**config.mk**
```make
export PLATFORM = sky130hd
export DESIGN_NAME = spi_arb
export DESIGN_NICKNAME = d
export VERILOG_FILES = /design/src/rtl/spi_arb_pkg.sv /design/src/rtl/spi_req_slot.sv /design/src/rtl/spi_arb.sv
export SDC_FILE = /design/constraint.sdc
export NUM_CORES = 1
export LEC_CHECK = 0
export ABC_AREA = 1
export CAP_MARGIN = 40
export CELL_PAD_IN_SITES_DETAIL_PLACEMENT = 1
export CELL_PAD_IN_SITES_GLOBAL_PLACEMENT = 2
export CORE_MARGIN = 2
export CORE_UTILIZATION = 30
export DETAILED_ROUTE_END_ITERATION = 12
export PLACE_DENSITY = 0.86
export SYNTH_ARGS = -nofsm -noshare
export SYNTH_HDL_FRONTEND = slang
export SYNTH_SLANG_ARGS = --single-unit
```
**constraint.sdc**
```tcl
create_clock -name clk -period 3.9 [get_ports clk]
set_clock_uncertainty 0.1 [all_clocks]
set_input_delay 0.39 -clock clk [delete_from_list [all_inputs] [get_ports clk]]
set_output_delay 0.39 -clock clk [all_outputs]
set_load 0.01 [all_outputs]
```
**src/rtl/spi_arb_pkg.sv**
```systemverilog
// Shared types and defaults for the two-requester SPI arbiter.
package spi_arb_pkg;

    typedef enum logic [1:0] {
        IDLE   = 2'd0,
        LAUNCH = 2'd1,
        WAIT   = 2'd2
    } arb_state_t;

    localparam int TMO_W_DEF = 12;

endpackage

```
**src/rtl/spi_req_slot.sv**
```systemverilog
// One requester slot: a pending flag plus the command captured with it.
module spi_req_slot
    import spi_arb_pkg::*;
(
    input  logic        clk,
    input  logic        rst,
    input  logic        i_snd,
    input  logic [15:0] i_cmd,
    input  logic        i_in_flight,
    input  logic        i_grant,
    output logic        o_pend,
    output logic [15:0] o_cmd
);

    logic        r_pend;
    logic [15:0] r_cmd;

    // Grant only happens while pending and capture only while not pending,
    // so the two branches are never wanted in the same cycle.
    always_ff @(posedge clk or posedge rst) begin
        if (rst) begin
            r_pend <= 1'b0;
            r_cmd  <= 16'h0000;
        end else if (i_grant) begin
            r_pend <= 1'b0;
        end else if (i_snd && !r_pend && !i_in_flight) begin
            r_pend <= 1'b1;
            r_cmd  <= i_cmd;
        end
    end

    assign o_pend = r_pend;
    assign o_cmd  = r_cmd;

endmodule

```
**src/rtl/spi_arb.sv**
```systemverilog
// Round-robin arbiter sharing one SPI monarch between two requesters.
// Optional WAIT timeout is built when SPI_ARB_TIMEOUT_EN is defined.
module spi_arb
    import spi_arb_pkg::*;
#(
    parameter int TMO_W = TMO_W_DEF
) (
    input  logic        clk,
    input  logic        rst,
    input  logic        snd0,
    input  logic [15:0] cmd0,
    output logic        done0,
    input  logic        snd1,
    input  logic [15:0] cmd1,
    output logic        done1,
    output logic [15:0] resp,
    output logic        busy,
    output logic        tmo,
    output logic        spi_snd,
    output logic [15:0] spi_cmd,
    input  logic        spi_done,
    input  logic [15:0] spi_resp
);

    arb_state_t  r_state, w_state_next;
    logic        r_gnt;
    logic        r_rr;
    logic [15:0] r_spi_cmd;
    logic [15:0] r_resp;
    logic [1:0]  r_done;

    logic [1:0]  w_snd, w_pend, w_grant, w_in_flight;
    logic [15:0] w_cmd_in [2];
    logic [15:0] w_slot_cmd [2];
    logic        w_launch, w_sel, w_fin, w_tmo_hit;

    assign w_snd       = {snd1, snd0};
    assign w_cmd_in[0] = cmd0;
    assign w_cmd_in[1] = cmd1;

    assign w_launch = (r_state == IDLE) && (|w_pend);
    assign w_sel    = (&w_pend) ? r_rr : w_pend[1];
    assign w_fin    = (r_state == WAIT) && (spi_done || w_tmo_hit);

    genvar gi;
    generate
        for (gi = 0; gi < 2; gi++) begin : g_slot
            assign w_grant[gi]     = w_launch && (w_sel == 1'(gi));
            assign w_in_flight[gi] = (r_state != IDLE) && (r_gnt == 1'(gi));

            spi_req_slot u_slot (
                .clk         (clk),
                .rst         (rst),
                .i_snd       (w_snd[gi]),
                .i_cmd       (w_cmd_in[gi]),
                .i_in_flight (w_in_flight[gi]),
                .i_grant     (w_grant[gi]),
                .o_pend      (w_pend[gi]),
                .o_cmd       (w_slot_cmd[gi])
            );
        end
    endgenerate

    always_ff @(posedge clk or posedge rst) begin
        if (rst) begin
            r_state <= IDLE;
        end else begin
            r_state <= w_state_next;
        end
    end

    always_comb begin
        w_state_next = r_state;
        case (r_state)
            IDLE:    if (|w_pend) w_state_next = LAUNCH;
            LAUNCH:  w_state_next = WAIT;
            WAIT:    if (w_fin) w_state_next = IDLE;
            default: w_state_next = IDLE;
        endcase
    end

    always_ff @(posedge clk or posedge rst) begin
        if (rst) begin
            r_gnt     <= 1'b0;
            r_rr      <= 1'b0;
            r_spi_cmd <= 16'h0000;
            r_resp    <= 16'h0000;
            r_done    <= 2'b00;
        end else begin
            r_done <= 2'b00;
            if (w_launch) begin
                r_gnt     <= w_sel;
                r_spi_cmd <= w_slot_cmd[w_sel];
            end
            // A real completion wins over a timeout landing in the same cycle.
            if (w_fin) begin
                r_resp        <= spi_done ? spi_resp : 16'h0000;
                r_done[r_gnt] <= 1'b1;
                r_rr          <= ~r_gnt;
            end
        end
    end

`ifdef SPI_ARB_TIMEOUT_EN
    localparam logic [TMO_W-1:0] TMO_LAST = {{(TMO_W-1){1'b1}}, 1'b0};

    logic [TMO_W-1:0] r_tmo_cnt;
    logic             r_tmo;

    // Counter is zero in the first WAIT cycle, so the hit at TMO_LAST ends
    // WAIT after exactly 2^TMO_W-1 cycles.
    always_ff @(posedge clk or posedge rst) begin
        if (rst) begin
            r_tmo_cnt <= '0;
            r_tmo     <= 1'b0;
        end else begin
            r_tmo <= w_fin && !spi_done;
            if (r_state == LAUNCH) begin
                r_tmo_cnt <= '0;
            end else if (r_state == WAIT) begin
                r_tmo_cnt <= r_tmo_cnt + {{(TMO_W-1){1'b0}}, 1'b1};
            end
        end
    end

    assign w_tmo_hit = (r_tmo_cnt == TMO_LAST);
    assign tmo       = r_tmo;
`else
    assign w_tmo_hit = 1'b0;
    assign tmo       = 1'b0;
`endif

    assign done0   = r_done[0];
    assign done1   = r_done[1];
    assign resp    = r_resp;
    assign busy    = (r_state != IDLE);
    assign spi_snd = (r_state == LAUNCH);
    assign spi_cmd = r_spi_cmd;

endmodule

```
# Word-level counts from Yosys, hierarchy flattened
# Index checks and enable logic that the tools add are counted.
# op_classes
n_bitwise	5
n_eq_ne	4
n_reduce_logical	24
muxes	15
order_cmp	3
# op_table
op	n
16-bit two-way mux	4
1-bit logical AND	11
2-bit AND reduction	4
1-bit two-way mux	6
2-bit two-way mux	3
2-bit one-hot mux with 3 select lines	1
2-bit nonzero test	3
1-bit logical NOT	4
1-bit inverter	4
2-bit by 1-bit equality test with 1-bit output (second input constant)	1
2-bit equality test (second input constant)	1
2-bit greater-or-equal comparator (second input constant)	1
2-bit logical NOT	1
1-bit by 2-bit < comparator with 1-bit output (second input constant)	1
2-bit by 1-bit inequality test with 1-bit output (second input constant)	1
2-bit inequality test (second input constant)	1
1-bit inverter with 2-bit output	1
2-bit OR reduction	1
1-bit demux with 1-bit select	1
1-bit greater-or-equal comparator (second input constant)	1
# totals
out_inout_bits	37
word_cells	61
in_bits	53
regBits	72

# Logic depth before layout (Yosys ltp)
# logic_depth
word_depth	6
ltp_mapped	7
mapped_depth_nobuf	7

# Cells and area by module
# A second synthesis with hierarchy kept.
# hier_totals
hier_cells	340
hier_area_um2	3183.1
# modules_own_cells
module	cells_per_inst	area_each_um2	instances	seq_area_each_um2
spi_arb	190	1771.7	1	950.9
spi_req_slot	75	705.7	2	425.4

# Worst setup path before layout
# OpenSTA, ideal clock, no wires.
# synth_path
path_type	register -> register
from	register r_state[0]
to	register g_slot[1].u_slot.r_cmd[0]
arrival_ps	1060
synth_period_minus_slack_ps	1277
path_stages_with_launch	8
setup_time_ps	116
path_buffers	1
required_time_ps	3684
setup_slack_ps	2623
cell_sequence	dfrtp_1 -> inv_1 -> nand2_4 -> nand2_4 -> nand2_4 -> buf_6 -> nand2_1 -> nand2_1
# synth_via
elab_chain_cells	5
elab_cells_between_ends	9
classes_between	bitwise (1); reduce/logical (8)
# synth_lines
item	line	rtl
from (decl)	spi_arb.sv:25	arb_state_t r_state, w_state_next;
from (signal assigned)	spi_arb.sv:68	r_state <= w_state_next;
2-bit nonzero test	--	
net busy	spi_arb.sv:17	output logic busy,
1-bit logical AND	spi_arb.sv:49	assign w_in_flight[gi] = (r_state != IDLE) && (r_gnt == 1'(gi));
1-bit logical NOT	spi_req_slot.sv:26	end else if (i_snd && !r_pend && !i_in_flight) begin
1-bit logical AND	spi_req_slot.sv:26	
2-bit AND reduction (no source line)	--	
to (signal assigned)	spi_req_slot.sv:28	r_cmd <= i_cmd;
to (decl)	spi_req_slot.sv:16	logic [15:0] r_cmd;
# The timed path passes the listed nets, and every way through them passes these cells.
# A chain may end at the register's enable or synchronous reset.

# Worst setup path in the final report
# layout_path
from	register r_state[1]
to	output port busy
# layout_via
elab_chain_cells	1
# layout_lines
item	line	rtl
2-bit nonzero test	spi_arb.sv:136	assign busy = (r_state != IDLE);
to (decl)	spi_arb.sv:17	
# No other way between the ends.

==> results_dict.tcl <==
set metrics [dict create \
    wl_um 8320 \
    period_share_pct 53.4 \
    drc 0 \
    grt_pass1_vias 2717 \
    most-common-layout-cells "nand2_1, clkdlybuf4s50_1, dfrtp_1, nand3_1, inv_1" \
    fmax_mhz 480 \
    synth_top_family_by_area "simple AND/OR/NAND/NOR gates" \
    ys_seq_area_share_pct 59.1 \
    cts-buffers-inserted 9 \
    critPathKind "register to primary output" \
    vias 2568 \
    final_cells 557 \
    endpoint_kind "primary output" \
    required_ns 3.41 \
    mostFrequentLayoutCell "nand2_1" \
    synth_xor_area_share_pct 0 \
    whs_ns 0.250 \
    rsz0062_at_grt "no" \
    cp-startpoint "r_state[1]" \
    fp.dieH_um 105 \
    gp_congestion 0.793 \
    syn_area_sq_mm 0.00305 \
    tns_ns 0 \
    die_w_um 105 \
    worstPathArrival_ns 1.59 \
    dp_cells 541 \
    final_nets 472 \
    cts_buffer_depth 2 \
    status "complete, no violations" \
    yosysWarnings 0 \
    n_antenna_cell 0 \
    cp_max_fo 5 \
    peakVddDrop_uv 250 \
    drtAntennaViolNets 0 \
    power_mw 3.44 \
    synth.area.mux_share_pct 0 \
    h-tree-depth 3 \
    start_util_pct 31.1 \
    worst_pin_slew_ns 0.797 \
    slew_violations 0 \
    track_usage_pct 15.9 \
    grt.overflow.total 0 \
    postSynthCellCount 334 \
    hold_viol 0 \
    leakage_nw 2.05 \
    clkTransAtPathRegs_ns 0.09 \
    tritoncts "built" \
    die_area_sq_mm 0.0110 \
    power-per-cell-area_mw_per_mm2 807 \
    n_fill_cell 1165 \
    post_cts_buffers 0 \
    dpl.hpwl_um 6190 \
    clkLatencyLatePin_ns 0.35 \
    yosysTopAreaCellShare_pct 59.1 \
    cts_sinks 72 \
    synthTopCellsByArea "dfrtp_1, nand2_1, nand3_1" \
    syn_to_final_growth_pct 40.0 \
    synth.ff_latch_count 72 \
    syn-num-nets 387 \
    hold_class "primary input to asynchronous set/reset pin" \
    critPathLaunchType "register" \
    vias_per_cell 4.61 \
    cts_root_buffer "clkbuf_8" \
    final_util_pct 43.5 \
    antenna_found_initial 0 \
    postCtsHoldBufs 0 \
    synth_top_cell_by_area "dfrtp_1" \
    avgSynthCellArea_sq_um 9.13 \
    fp.coreArea_sq_mm 0.00982 \
    grt_max_degree 36 \
    min_period_ns 2.08 \
    synth_cell_types 21 \
    setup_viol 0 \
    wl_per_cell_um 14.9 \
    slew_headroom_pct 46.9 \
    synth_fa_ha_area_share_pct 0 \
    synthSimpleGateAreaFrac_pct 30.7 \
    grt_pass1_wl_um 13900 \
    synth-compound-area-share_pct 3.49 \
    dr.pass1.iters 4 \
    pin_count 90 \
    port_buffers 88 \
    drive_gt1_share_pct 7.78 \
    cts_resized 0 \
    rr_startpoint "g_slot[1].u_slot.o_pend" \
    rows 36 \
    drv_cap 0 \
    drtIter0Drc 61 \
]
[state kept, by name, summed over array words and instances, names as in the netlist]
signal,cells
r_rr,1
r_done,2
resp,16
r_gnt,1
g_slot.u_slot.o_pend,2
g_slot.u_slot.o_cmd,32
r_state,2
spi_cmd,16
[power by group]
part	switching, mW	total [mW]	internal, mW
Combinational	0.773	1.36	0.592
Sequential	0.260	1.35	1.09
Clock	0.295	0.725	0.430
Total	1.33	3.44	2.11
[critical path, stage by stage (launching register included)]
cell and delay [ns]:
dfrtp_1 0.49, inv_2 0.07, nand2_4 0.13, clkdlybuf4s50_1 0.57
[cell families (layout without fill, tap and decap cells)]
kind of cell | after synthesis | after routing
flip-flops | 72 | 72
AO/OA/AOI/OAI | 20 | 20
buffers and inverters | 42 | 132
AND/OR/NAND/NOR | 199 | 199
other | 1 | 1
[Yosys cell counts, drive strengths merged]
cell      n
buf      15
inv      25
conb      1
nand4    16
a21oi     1
clkbuf    2
nand3    66
dfrtp    72
o21bai    1
nand2   109
o21ai    18
nor2      8
[path summary, 6_finish.rpt]
| path | endpoint | slack (ns) | cells after the start |
|---|---|---|---|
| min in group clk | g_slot[1].u_slot.o_cmd[13] | 0.38 | 2 |
| max reg2reg | g_slot[1].u_slot.o_cmd[2] | 1.90 | 4 |
| max in group asynchronous | g_slot[1].u_slot.o_cmd[13] | 2.69 | 4 |
| min reg2reg | g_slot[1].u_slot.o_cmd[13] | 0.38 | 2 |
| min | resp[14] | 0.25 | 2 |
| max | busy | 1.82 | 3 |
[layout make-up]
type / count / area [sq um] / area share (%)
multi-input cells: 220 / 1050 / 24.5
repair buffers: 91 / 916 / 21.5
clock buffers: 10 / 128 / 2.99
inverters: 25 / 93.8 / 2.20
well taps: 133 / 166 / 3.90
clock inverters: 6 / 115 / 2.70
flip-flops and latches: 72 / 1800 / 42.2
[metal layers]
metal | routed length, um | global-route usage, % | share of wire (%) | vias to the layer above
met5 | 0 | 0 | 0 | -
li1 | - | - | - | 1258
met2 | 3940 | 26.1 | 47 | 64
met4 | 140 | 6.00 | 1.7 | 0
met3 | 281 | 2.93 | 3.4 | 9
met1 | 3960 | 20.9 | 48 | 1237
[per-stage QoR]
stage	area (sq um)	worst slack [ns]
floorplan	3050	1.59
global route	4270	1.69
detailed placement	4030	1.73
global placement	4010	1.82
CTS	4270	1.80
finish	4270	1.82
(Power assumes the default switching activity.)
